<file path="src/rtl/calc_sequencer_if.sv">
// Key-input, ALU start/done and display bundle of the calculator sequencer.
// master is the sequencer side; slave is the keyboard/ALU/VGA side.
interface calc_sequencer_if #(
  parameter int WIDTH = 16
);
  logic             key_valid;
  logic [3:0]       key_code;
  logic             key_ready;
  logic [WIDTH-1:0] alu_a;
  logic [WIDTH-1:0] alu_b;
  logic [1:0]       alu_op;
  logic             alu_start;
  logic             alu_done;
  logic [WIDTH-1:0] alu_result;
  logic [WIDTH-1:0] disp_value;
  logic             entry_ovf;
  logic             err;

  modport master (
    input  key_valid, key_code, alu_done, alu_result,
    output key_ready, alu_a, alu_b, alu_op, alu_start, disp_value, entry_ovf, err
  );

  modport slave (
    output key_valid, key_code, alu_done, alu_result,
    input  key_ready, alu_a, alu_b, alu_op, alu_start, disp_value, entry_ovf, err
  );
endinterface

</file>
<file path="src/rtl/calc_sequencer.sv">
// Keystroke-driven calculator controller: builds decimal operands, launches ALU
// operations over a start/done handshake, chains results and drives the display.
module calc_sequencer #(
  parameter int WIDTH   = 16,
  parameter int TIMEOUT = 255
) (
  input logic             clk,
  input logic             rst,
  calc_sequencer_if.master bus
);

  localparam int CNT_W = $clog2(TIMEOUT + 1);

  typedef enum logic [2:0] {
    ENTER_A,
    ENTER_B,
    EXEC,
    WAIT,
    SHOW,
    ERR
  } state_t;

  state_t           state;
  logic [WIDTH-1:0] a;
  logic [WIDTH-1:0] b;
  logic [1:0]       op;
  logic [1:0]       pend_op;
  logic             b_entered;
  logic             chain;
  logic [CNT_W-1:0] cnt;

  logic             key_fire;
  logic             is_digit;
  logic             is_op;
  logic             is_eq;
  logic             is_clr;
  logic [3:0]       op_code;
  logic [1:0]       key_op;
  logic [WIDTH+3:0] acc_sel;
  logic [WIDTH+3:0] acc_next;
  logic             acc_ok;

  assign key_fire = bus.key_valid && bus.key_ready;
  assign is_digit = (bus.key_code <= 4'd9);
  assign is_op    = (bus.key_code >= 4'd10) && (bus.key_code <= 4'd13);
  assign is_eq    = (bus.key_code == 4'd14);
  assign is_clr   = (bus.key_code == 4'd15);
  assign op_code  = bus.key_code - 4'd10;
  assign key_op   = op_code[1:0];

  // Widened by 4 bits so acc*10+9 never wraps before the range check.
  always_comb begin
    // NOTE: every always_comb output gets a default first so no latch is inferred.
    acc_sel  = {4'b0, a};
    if (state == ENTER_B) acc_sel = {4'b0, b};
    acc_next = acc_sel * (WIDTH+4)'(10) + (WIDTH+4)'(bus.key_code);
    acc_ok   = (acc_next <= {4'b0, {WIDTH{1'b1}}});
  end

  // NOTE: all state and registered outputs use <= so every update sees pre-edge values.
  always_ff @(posedge clk) begin
    if (rst) begin
      state          <= ENTER_A;
      a              <= '0;
      b              <= '0;
      op             <= '0;
      pend_op        <= '0;
      b_entered      <= 1'b0;
      chain          <= 1'b0;
      cnt            <= '0;
      bus.key_ready  <= 1'b1;
      bus.alu_start  <= 1'b0;
      bus.alu_a      <= '0;
      bus.alu_b      <= '0;
      bus.alu_op     <= '0;
      bus.disp_value <= '0;
      bus.entry_ovf  <= 1'b0;
      bus.err        <= 1'b0;
    end else begin
      bus.alu_start <= 1'b0;
      // key_ready is low in EXEC/WAIT, so a clear can only land in the other states.
      if (key_fire && is_clr) begin
        state          <= ENTER_A;
        a              <= '0;
        b              <= '0;
        op             <= '0;
        b_entered      <= 1'b0;
        bus.entry_ovf  <= 1'b0;
        bus.err        <= 1'b0;
        bus.disp_value <= '0;
      end else begin
        case (state)
          ENTER_A: begin
            if (key_fire && is_digit) begin
              if (acc_ok) begin
                a              <= acc_next[WIDTH-1:0];
                bus.disp_value <= acc_next[WIDTH-1:0];
              end else begin
                bus.entry_ovf <= 1'b1;
              end
            end else if (key_fire && is_op) begin
              op        <= key_op;
              b         <= '0;
              b_entered <= 1'b0;
              state     <= ENTER_B;
            end
          end

          ENTER_B: begin
            if (key_fire && is_digit) begin
              if (acc_ok) begin
                b              <= acc_next[WIDTH-1:0];
                b_entered      <= 1'b1;
                bus.disp_value <= acc_next[WIDTH-1:0];
              end else begin
                bus.entry_ovf <= 1'b1;
              end
            end else if (key_fire && is_op && !b_entered) begin
              op <= key_op;
            end else if (key_fire && (is_op || is_eq) && b_entered) begin
              // An operator here both executes the old op and queues itself as the next one.
              state          <= EXEC;
              bus.alu_start  <= 1'b1;
              bus.alu_a      <= a;
              bus.alu_b      <= b;
              bus.alu_op     <= op;
              bus.key_ready  <= 1'b0;
              bus.disp_value <= a;
              b              <= '0;
              b_entered      <= 1'b0;
              chain          <= is_op;
              if (is_op) pend_op <= key_op;
            end
          end

          EXEC: begin
            state <= WAIT;
            cnt   <= '0;
          end

          WAIT: begin
            if (bus.alu_done) begin
              a              <= bus.alu_result;
              bus.disp_value <= bus.alu_result;
              bus.key_ready  <= 1'b1;
              if (chain) begin
                op    <= pend_op;
                state <= ENTER_B;
              end else begin
                state <= SHOW;
              end
            end else if (cnt == CNT_W'(TIMEOUT - 1)) begin
              state          <= ERR;
              bus.err        <= 1'b1;
              bus.disp_value <= '0;
              bus.key_ready  <= 1'b1;
            end else begin
              cnt <= cnt + 1'b1;
            end
          end

          SHOW: begin
            if (key_fire && is_digit) begin
              a              <= WIDTH'(bus.key_code);
              bus.disp_value <= WIDTH'(bus.key_code);
              bus.entry_ovf  <= 1'b0;
              state          <= ENTER_A;
            end else if (key_fire && is_op) begin
              op        <= key_op;
              b         <= '0;
              b_entered <= 1'b0;
              state     <= ENTER_B;
            end
          end

          ERR: ;

          default: state <= ENTER_A;
        endcase
      end
    end
  end

endmodule

</file>
<file path="src/flat_wrapper.sv">
// flat-port wrapper written by rule: the top's interface ports become plain ports
module calc_sequencer_flat 
#(
  parameter int WIDTH   = 16,
  parameter int TIMEOUT = 255
)
  (clk, rst, bus_key_valid, bus_key_code, bus_alu_done, bus_alu_result, bus_key_ready, bus_alu_a, bus_alu_b, bus_alu_op, bus_alu_start, bus_disp_value, bus_entry_ovf, bus_err);
  calc_sequencer_if #(.WIDTH(WIDTH)) bus_i ();
  input logic clk;
  input logic rst;
  input wire logic [$bits(bus_i.key_valid)-1:0] bus_key_valid;
  input wire logic [$bits(bus_i.key_code)-1:0] bus_key_code;
  input wire logic [$bits(bus_i.alu_done)-1:0] bus_alu_done;
  input wire logic [$bits(bus_i.alu_result)-1:0] bus_alu_result;
  output wire logic [$bits(bus_i.key_ready)-1:0] bus_key_ready;
  output wire logic [$bits(bus_i.alu_a)-1:0] bus_alu_a;
  output wire logic [$bits(bus_i.alu_b)-1:0] bus_alu_b;
  output wire logic [$bits(bus_i.alu_op)-1:0] bus_alu_op;
  output wire logic [$bits(bus_i.alu_start)-1:0] bus_alu_start;
  output wire logic [$bits(bus_i.disp_value)-1:0] bus_disp_value;
  output wire logic [$bits(bus_i.entry_ovf)-1:0] bus_entry_ovf;
  output wire logic [$bits(bus_i.err)-1:0] bus_err;
  assign bus_i.key_valid = bus_key_valid;
  assign bus_i.key_code = bus_key_code;
  assign bus_i.alu_done = bus_alu_done;
  assign bus_i.alu_result = bus_alu_result;
  assign bus_key_ready = bus_i.key_ready;
  assign bus_alu_a = bus_i.alu_a;
  assign bus_alu_b = bus_i.alu_b;
  assign bus_alu_op = bus_i.alu_op;
  assign bus_alu_start = bus_i.alu_start;
  assign bus_disp_value = bus_i.disp_value;
  assign bus_entry_ovf = bus_i.entry_ovf;
  assign bus_err = bus_i.err;
  calc_sequencer #(.WIDTH(WIDTH), .TIMEOUT(TIMEOUT)) u_core (.clk(clk), .rst(rst), .bus(bus_i));
endmodule
</file>
<file path="config.mk">
export PLATFORM = sky130hd
export DESIGN_NAME = calc_sequencer_flat
export DESIGN_NICKNAME = d
export VERILOG_FILES = /design/src/rtl/calc_sequencer_if.sv /design/src/rtl/calc_sequencer.sv /design/src/flat_wrapper.sv
export SDC_FILE = /design/constraint.sdc
export NUM_CORES = 1
export LEC_CHECK = 0
export ABC_AREA = 1
export CAP_MARGIN = 25
export CORE_UTILIZATION = 35
export CTS_CLUSTER_DIAMETER = 40
export CTS_CLUSTER_SIZE = 28
export DETAILED_ROUTE_END_ITERATION = 10
export GPL_ROUTABILITY_DRIVEN = 1
export GPL_TIMING_DRIVEN = 0
export PLACE_DENSITY = 0.57
export SLEW_MARGIN = 25
export SYNTH_ARGS = -nofsm -noshare
export SYNTH_HDL_FRONTEND = slang
export SYNTH_SLANG_ARGS = --single-unit
</file>
<file path="constraint.sdc">
create_clock -name clk -period 5.8 [get_ports clk]
set_clock_uncertainty 0.15 [all_clocks]
set_input_delay 0.58 -clock clk [delete_from_list [all_inputs] [get_ports clk]]
set_output_delay 0.58 -clock clk [all_outputs]
set_load 0.01 [all_outputs]
</file>
==> results of run 1 <==
layout by cell type (no fill, tap or decap), types with 6 or more instances in the layout:
master / netlist / layout
nor2_1: 77 / 77
xor2_1: 18 / 18
clkbuf_16: 0 / 9
a21oi_1: 96 / 96
o21ai_0: 51 / 50
mux2i_1: 6 / 6
inv_1: 112 / 112
nand4_1: 9 / 9
a221oi_1: 14 / 14
clkdlybuf4s50_1: 0 / 76
nor3_1: 22 / 22
dfxtp_1: 103 / 103
a211oi_1: 10 / 10
nand3_1: 107 / 107
nand2_1: 273 / 273
clkbuf_1: 29 / 29
ha_1: 25 / 25
nand2_2: 15 / 15
path summary, 6_finish.rpt:
path	slack [ns]	to	cells past startpoint	startpoint
worst min-delay path	0.31	u_core.bus.alu_a[8]$_SDFFE_PP0P_	2	u_core.bus.alu_a[8]$_SDFFE_PP0P_
worst max register to register	0.52	u_core.b[7]$_SDFFE_PP0P_	28	u_core.state[2]$_SDFFE_PP0P_
worst min register to register	0.31	u_core.bus.alu_a[8]$_SDFFE_PP0P_	2	u_core.bus.alu_a[8]$_SDFFE_PP0P_
worst max-delay path	0.52	u_core.b[7]$_SDFFE_PP0P_	28	u_core.state[2]$_SDFFE_PP0P_
power groups by stage:
stage / Sequential (mW) / Combinational, mW / Clock, mW
floorplan: 0.833 / 0.459 / 0
global route: 0.828 / 0.803 / 0.681
global placement: 0.837 / 0.717 / 0
finish: 0.820 / 0.729 / 0.636
CTS: 0.820 / 0.724 / 0.651
detailed placement: 0.836 / 0.721 / 0
cell type report:
| type | count | area (sq um) | share of cell area, % |
|---|---|---|---|
| Inverter | 119 | 446.7 | 5.589 |
| Buffer | 41 | 182.7 | 2.286 |
| Clock buffer | 12 | 256.5 | 3.210 |
| Timing Repair Buffer | 76 | 760.7 | 9.519 |
| Tap cell | 229 | 286.5 | 3.585 |
| Clock inverter | 4 | 52.55 | 0.6576 |
| Multi-Input combinational cell | 764 | 3944 | 49.35 |
| Sequential cell | 103 | 2062 | 25.80 |
state kept, by name, indices dropped and copies added, names as in the netlist, 2 cells and up:
name / count
u_core.bus.alu_op: 2
u_core.op: 2
u_core.cnt: 8
u_core.state: 3
u_core.a: 16
u_core.bus.disp_value: 16
u_core.b: 16
u_core.bus.alu_a: 16
u_core.bus.alu_b: 16
u_core.pend_op: 2
metrics by stage:
step	std cells	setup slack (ns)	hold WS [ns]
after global placement	1332	0.3606	0.2994
after CTS	1348	0.2708	0.3135
after detailed placement	1332	0.3341	0.3035
after global routing	1348	0.03598	0.3253
final	1348	0.5163	0.3122
after floorplan	1027	1.291	0.2892
cell families after synthesis:
| logic type | after synthesis |
|---|---|
| simple gates | 525 |
| compound gates | 184 |
| buf+inv | 160 |
| flops | 103 |
| fa+ha+maj | 27 |
| xor+xnor | 22 |
| mux | 6 |
critical path: cells and delay by family, from the launching register on:
| kind | cells | cell delay [ns] |
|---|---|---|
| AO/OA/AOI/OAI | 2 | 0.38 |
| adder cells (fa/ha/maj) | 3 | 1.14 |
| buffers and inverters | 4 | 0.79 |
| flip-flops | 1 | 0.35 |
| AND/OR/NAND/NOR | 19 | 2.33 |
repair_timing:
item	CTS	global route
resized for setup	0	4
endpoints found under the setup margin	0	43
hold endpoints to repair	0	0
layer usage:
| layer | GRT usage, % | wire length (um) |
|---|---|---|
| met5 | 0 | 0 |
| met4 | 9.023 | 633 |
| met3 | 2.891 | 1004 |
| met2 | 36.00 | 9688 |
| met1 | 28.72 | 9909 |
synthesized netlist by cell type, types with 14 or more instances:
cell	number	area, sq um
a21oi_1	96	480.5
inv_1	112	420.4
o21ai_0	51	255.2
xor2_1	18	157.7
nor3_1	22	110.1
nor2_1	77	289.0
a221oi_1	14	122.6
nand2_2	15	93.84
nand2_1	273	1025
clkbuf_1	29	108.9
ha_1	25	312.8
dfxtp_1	103	2062
nand3_1	107	535.5
==> metrics.txt, run 1 <==
post-synthesis mux area share 0.9055%; Max Cap Viol 0; Flop pwr share 37.5%; drt total wl 21.24 mm; All-Layer GR Usage 21.85%; Residual DRC 0; Worst Path Arrival 5.35 ns; worst rel slew slack 38.98%; final worst-path cycle share 91.10%; vias per cell 5.126; antenna violations before repair 0; Antenna Nets Post-Route 0; area grow syn2layout 20.49%; clock sink count 103; total CTS buffers 9; WL/cell 15.75 um; Core ar. 18,270 sq um; Hold Buf Count CTS 0; # diodes 0; P per Cell Area 273.5 nW/um^2; Synth Area in XOR/XNOR 2.905%; clk buf depth 2; htree depth 3; post-synth cell types 41; Initial Util 36.30%; setup TNS 0 ns; HP Class register to register; Die Ht 139.7 um; Root Buffer clkbuf_16; main combinational cell family by area after synthesis simple AND/OR/NAND/NOR gates; critical path data required time 5.87 ns; YS warnings 0; crit end category register; Fin. Hold Viols 0; syn nets 1,078; TritonCTS clock tree yes; fin area 7991 sq um; chip width 139.7 um; register area share after synthesis 31.09%; max-slew violation count 0; clock share of power 29.1%; PortBufs 76; # rows 49; Synth Area in Simple Gates 34.94%; drt pass-1 iters 5; Layout Nets 1,165; hpwl dp 16.98 mm; post-synthesis compound-gate area fraction 15.39%; Mapped Area 6633 sq um; minimum clock period 5.284 ns; crit path max-delay cell type fa_1; GRT overflow 0; Tot Pwr 2.186 mW; Sw Ratio 36.58%; Most used DFF post-synth dfxtp_1; worst skew pair latency 0.36 ns; EDFF count, synth 0; Finish-stage setup viols 0; max incr delay on CP 0.57 ns; actual slew at the worst max-slew pin 0.9057 ns; Psw 799.6 uW; post-placement cell area 7680 sq um; Startpoint Class register; RSZ-0062 raised after global routing false; die area 19,500 sq um; worst vdd rail ir drop 155.4 uV; kind of critical path register to register; clock slew at reported path FFs 0.07 ns; Syn Area/Cell 6.458 sq um; outcome completed; Logic pwr share 33.3%; Post-Synth Adder-Cell Area 5.320%; Int Pwr 1.386 mW; Fmax achieved 0.1893 GHz; cells after synthesis 1,027; FFs w/ async S/R, synth 0%; Crit Path Max Fanout 10; share of cells above drive strength 1 5.541%; I/O Pins 78; Seq cells post-synth 103; Setup Buffers After CTS 0; Static Leak 3.245 nW; Vias 6,910; Filler cells 1,964; first-pass GRT wire length 33.34 mm; fin util 43.74%; GPL Wtd Cong 0.9469; vias in the first global route 6,332; Initial DRC Count 382; most frequent cell on the critical path nand2_1; largest net degree at the start of global routing 17
Power figures use the tool's default switching activity.
==> run 2, diff against run 1 <==
CORE_ASPECT_RATIO = 1.5   (was unset)
RECOVER_POWER = 50   (was unset)
==> metrics.txt, run 2 (same netlist as run 1, synthesis figures left out) <==
outcome completed (unchanged); Worst Path Buf+Inv 4 (unchanged); Startpoint Class register (unchanged); GPL Wtd Cong 0.9207 (was 0.9469); HP Class register to register (unchanged); Vias 6,972 (was 6,910); kind of critical path register to register (unchanged); All-Layer GR Usage 23.71% (was 21.85%); antenna violations before repair 0 (unchanged); max incr delay on CP 0.57 ns (about the same); WL/cell 16.27 um (was 15.75 um); # diodes 0 (unchanged); clk buf depth 2 (unchanged); P per Cell Area 272.6 nW/um^2 (was 273.5 nW/um^2); chip width 114.4 um (was 139.7 um); # rows 61 (was 49); reg2reg setup slack 0.55 ns (was 0.52 ns); Initial DRC Count 410 (was 382); Hold EP u_core.bus.alu_op[1]$_SDFFE_PP0P_ (was u_core.bus.alu_a[8]$_SDFFE_PP0P_); Root Buffer clkbuf_16 (unchanged); RSZ-0062 raised after global routing false (unchanged); global routing usage on met3 2.409% (was 2.891%); crit end category register (unchanged); die area 19,520 sq um (was 19,500 sq um); Hold Buf Count CTS 0 (unchanged); vias per cell 5.085 (was 5.126); Residual DRC 0 (unchanged); PortBufs 76 (unchanged); area grow syn2layout 20.88% (was 20.49%); gr busiest metal met2 (unchanged); Max Cap Viol 0 (unchanged); Finish-stage setup viols 0 (unchanged); FF-to-FF End u_core.b[9]$_SDFFE_PP0P_ (was u_core.b[7]$_SDFFE_PP0P_); htree depth 3 (unchanged); met2 usage 41.84% (was 36.00%); worst vdd rail ir drop 153.4 uV (was 155.4 uV); Crit Path Max Fanout 10 (unchanged); hpwl dp 17.75 mm (was 16.98 mm); GR Layer Usage met1 26.31% (was 28.72%); Fin. Hold Viols 0 (unchanged); Core ar. 18,550 sq um (was 18,270 sq um); TritonCTS clock tree yes (unchanged); Final WS setup 0.5509 ns (was 0.5163 ns); pre-CTS setup slack 0.2379 ns (was 0.3341 ns); critical path data required time 5.87 ns (about the same); worst rel slew slack 43.92% (was 38.98%); crit path max-delay cell type fa_1 (unchanged); final worst-path cycle share 90.50% (was 91.10%); largest net degree at the start of global routing 22 (was 17); worst r2r src u_core.state[2]$_SDFFE_PP0P_ (unchanged); actual slew at the worst max-slew pin 0.8403 ns (was 0.9057 ns); worst skew pair latency 0.37 ns (was 0.36 ns); GRT overflow 0 (unchanged); drt pass-1 iters 7 (was 5); most frequent cells in the layout nand2_1, inv_1, nand3_1 (unchanged); Worst Min Path Start u_core.bus.alu_op[1]$_SDFFE_PP0P_ (was u_core.bus.alu_a[8]$_SDFFE_PP0P_); minimum clock period 5.249 ns (was 5.284 ns); max-slew violation count 0 (unchanged); clock sink count 103 (unchanged); Fmax achieved 0.1905 GHz (was 0.1893 GHz); clock slew at reported path FFs 0.08 ns (was 0.07 ns); Min-Delay Path Depth 2 (unchanged); Static Leak 3.413 nW (was 3.245 nW); Layout Nets 1,165 (unchanged); Initial Util 35.76% (was 36.30%); drt total wl 22.31 mm (was 21.24 mm); share of cells above drive strength 1 5.630% (was 5.541%); I/O Pins 78 (unchanged); commonest non-fill, non-tap cell in the layout nand2_1 (unchanged); setup TNS 0 ns (unchanged); most frequent cell on the critical path nand2_1 (unchanged); first-pass GRT wire length 35.33 mm (was 33.34 mm); vias in the first global route 6,810 (was 6,332); Die Ht 170.6 um (was 139.7 um); Worst Path Arrival 5.32 ns (was 5.35 ns); CP top delay family simple AND/OR/NAND/NOR gates (unchanged); Tot Pwr 2.185 mW (was 2.186 mW); Worst Reg-to-Reg Cells 29 (was 28); Antenna Nets Post-Route 0 (unchanged); Setup Buffers After CTS 0 (unchanged); total CTS buffers 9 (unchanged)
run 2: worst max-delay path by stage:
stage / from / endpoint / cells after the start
after global placement: u_core.state[2]$_SDFFE_PP0P_ / u_core.b[11]$_SDFFE_PP0P_ / 28
final: u_core.state[2]$_SDFFE_PP0P_ / u_core.b[9]$_SDFFE_PP0P_ / 29
after CTS: u_core.state[2]$_SDFFE_PP0P_ / u_core.b[9]$_SDFFE_PP0P_ / 28
after floorplan: u_core.state[2]$_SDFFE_PP0P_ / u_core.b[12]$_SDFFE_PP0P_ / 29
after global routing: u_core.state[2]$_SDFFE_PP0P_ / u_core.b[7]$_SDFFE_PP0P_ / 29
after detailed placement: u_core.state[2]$_SDFFE_PP0P_ / u_core.b[8]$_SDFFE_PP0P_ / 28
run 2: worst reg2reg max path, delay by kind of cell (launching register included):
kind	cells	cell delay, ns
simple gates	20	2.31
buf+inv	4	0.90
compound gates	2	0.21
flops	1	0.41
fa+ha+maj	3	1.12
run 2: cell type report:
| type | instances | area [sq um] |
|---|---|---|
| multi-input combinational | 764 | 3944 |
| clock buffer | 9 | 225.2 |
| buffer | 41 | 182.7 |
| inverter | 119 | 446.7 |
| clock inverter | 7 | 81.33 |
| tap | 252 | 315.3 |
| sequential | 103 | 2062 |
| timing repair buffer | 76 | 760.7 |
| fill | 1985 | 10530 |
run 2: what timing repair did:
item,in CTS,in global routing
setup endpoints to repair,0,44
gates resized for setup,0,5
endpoints found under the hold margin,0,0
run 2: metrics by stage:
stage               utilization [%]  std cells  hold slack (ns)  instance area [sq um]
floorplan                         -       1027           0.2892                   6633
global placement              41.56       1355           0.2985                   7709
finish                        43.23       1371           0.3068                   8018
CTS                           43.22       1371           0.3128                   8015
global route                  43.23       1371           0.3370                   8018
detailed placement            41.56       1355           0.3014                   7709
run 2: per-layer routing:
layer / part of all wire (%) / wire, um
met5: 0 / 0
met2: 50 / 11090
met1: 40 / 8859
met3: 3.3 / 739
met4: 7.2 / 1617
run 2: power by group:
group	internal [mW]	switching [mW]
combinational	0.248	0.479
sequential	0.764	0.0577
clock	0.312	0.324
total	1.32	0.861
==> RTL change (settings of run 1) <==
The 6 states of `state_t` get a Gray code encoding in 3 bits.
--- a/src/rtl/calc_sequencer.sv
+++ b/src/rtl/calc_sequencer.sv
@@ -14,8 +14,8 @@
   typedef enum logic [2:0] {
-    ENTER_A,
-    ENTER_B,
-    EXEC,
-    WAIT,
-    SHOW,
-    ERR
+    ENTER_A = 3'b000,
+    ENTER_B = 3'b001,
+    EXEC    = 3'b011,
+    WAIT    = 3'b010,
+    SHOW    = 3'b110,
+    ERR     = 3'b111
   } state_t;
Check against the original RTL: same outputs for any inputs over 4 cycles, from zero or initial values and one cycle with rst high; so few cycles prove little.
==> RTL change against run 1 <==
Synthesized cell count fell by 0.19%. Setup slack improved by 0.34 ns. Critical path type unchanged. Wire length fell by 0.14%. Final cell count rose by 0.30%. Design area rose by 0.92%. Area after synthesis rose by 0.96%. Sequential cell count did not move.
Power is not compared: it rests on default switching activity, and its combinational part moved more than twofold at a synthesized area within 25%.
==> RTL change: results (changes against run 1) <==
INFO  route          wire_per_inst=15.68um [was 15.75 um]
INFO  place          numPortBuffers=77 [was 76]
INFO  global_route   grt_start_max_net_pins=19 [was 17]
INFO  route          routed-wl-met3=751um [was 1.004 mm]
INFO  finish         post_layout_nonfiller_instances=1352 [was 1348]
INFO  place          place_hpwl=17.01mm [was 16.98 mm]
INFO  place          pre_cts_ws=0.9023ns [was 0.3341 ns]
INFO  route          detailroute.via_count=6898 [was 6910]
INFO  global_route   all_layer_gr_usage=21.84% [was 21.85%]
INFO  logic_synthesis synth_top_cells_by_count=225 x sky130_fd_sc_hd__nand2_1, 124 x sky130_fd_sc_hd__inv_1, 119 x sky130_fd_sc_hd__nor2_1 [was 273 x sky130_fd_sc_hd__nand2_1, 112 x sky130_fd_sc_hd__inv_1, 107 x sky130_fd_sc_hd__nand3_1]
INFO  worst_setup_path critical_path_arrival=5.03ns [was 5.35 ns]
INFO  place          cell_count_post_placement=1336 [was 1332]
INFO  logic_synthesis synth_fp_nets=1076 [was 1078]
INFO  route          routedLengthMet1=9.983mm [was 9.909 mm]
INFO  logic_synthesis netlist_top_cells_area=sky130_fd_sc_hd__dfxtp_1 31%, sky130_fd_sc_hd__nand2_1 13%, sky130_fd_sc_hd__inv_1 7.0% [was sky130_fd_sc_hd__dfxtp_1 31%, sky130_fd_sc_hd__nand2_1 15%, sky130_fd_sc_hd__nand3_1 8.1%]
INFO  sta            tightest_slew=0.8728ns [was 0.9057 ns]
INFO  finish         drive_above_1_share=6.261% [was 5.541%]
INFO  place          gpl.final_weighted_congestion=0.8764 [was 0.9469]
INFO  route          drt_first_iter_violations=466 [was 382]
INFO  global_route   grt_first_pass_wirelength=33.40mm [was 33.34 mm]
INFO  place          place_area=7760um^2 [was 7680 um^2]
INFO  outcome        status=completed [unchanged]
INFO  route          met2RoutedLength=9.896mm [was 9.688 mm]
INFO  finish         nNetsFinal=1164 [was 1165]
INFO  logic_synthesis ys_seq_area_share=30.79% [was 31.09%]
INFO  logic_synthesis synth.distinct_cells=49 [was 41]
INFO  global_route   vias_in_the_first_global_route=6297 [was 6332]
[RTL change: final cells by class]
type | count | area, um^2
plain buffers | 40 | 188.9
clock buffers | 9 | 225.2
clock inverters | 7 | 80.08
fillers | 1979 | 10640
inverters | 130 | 488.0
multi-input cells | 752 | 3958
flip-flops and latches | 103 | 2062
well taps | 234 | 292.8
repair buffers | 77 | 770.7
[RTL change: metal layers]
metal / track usage, % / vias up
li1: - / 3539
met1: 28.59 / 3179
met2: 36.39 / 146
met3: 2.735 / 34
met4: 8.560 / 0
met5: 0 / -
[RTL change: final timing paths]
check,startpoint,endpoint,slack [ns],cells after the start
max,u_core.state[2]$_SDFFE_PP0P_,u_core.bus.disp_value[12]$_SDFFE_PP0P_,0.86,23
min reg2reg,u_core.pend_op[1]$_SDFFE_PP0P_,u_core.pend_op[1]$_SDFFE_PP0P_,0.31,2
max reg2reg,u_core.state[2]$_SDFFE_PP0P_,u_core.bus.disp_value[12]$_SDFFE_PP0P_,0.86,23
min,u_core.pend_op[1]$_SDFFE_PP0P_,u_core.pend_op[1]$_SDFFE_PP0P_,0.31,2
[RTL change: worst min-delay path: cells and delay by family, from the launching register on]
kind / cells / cell delay (ns)
compound gates: 1 / 0.05
flops: 1 / 0.32
buf+inv: 1 / 0.05
[RTL change: logic make-up after synthesis]
| group | count (synthesis) | share of synthesized area (%) |
|---|---|---|
| simple gates | 491 | 32.68 |
| compound gates | 208 | 17.64 |
| buf+inv | 170 | 10.11 |
| flops | 103 | 30.79 |
| fa+ha+maj | 27 | 5.269 |
| xor+xnor | 20 | 2.616 |
| mux | 6 | 0.8969 |
[RTL change: report_power, final]
group	internal [W]	total, W	switching, W
combinational	0.000716	0.00197	0.00125
clock	0.000341	0.000640	0.000299
sequential	0.000809	0.000927	0.000118
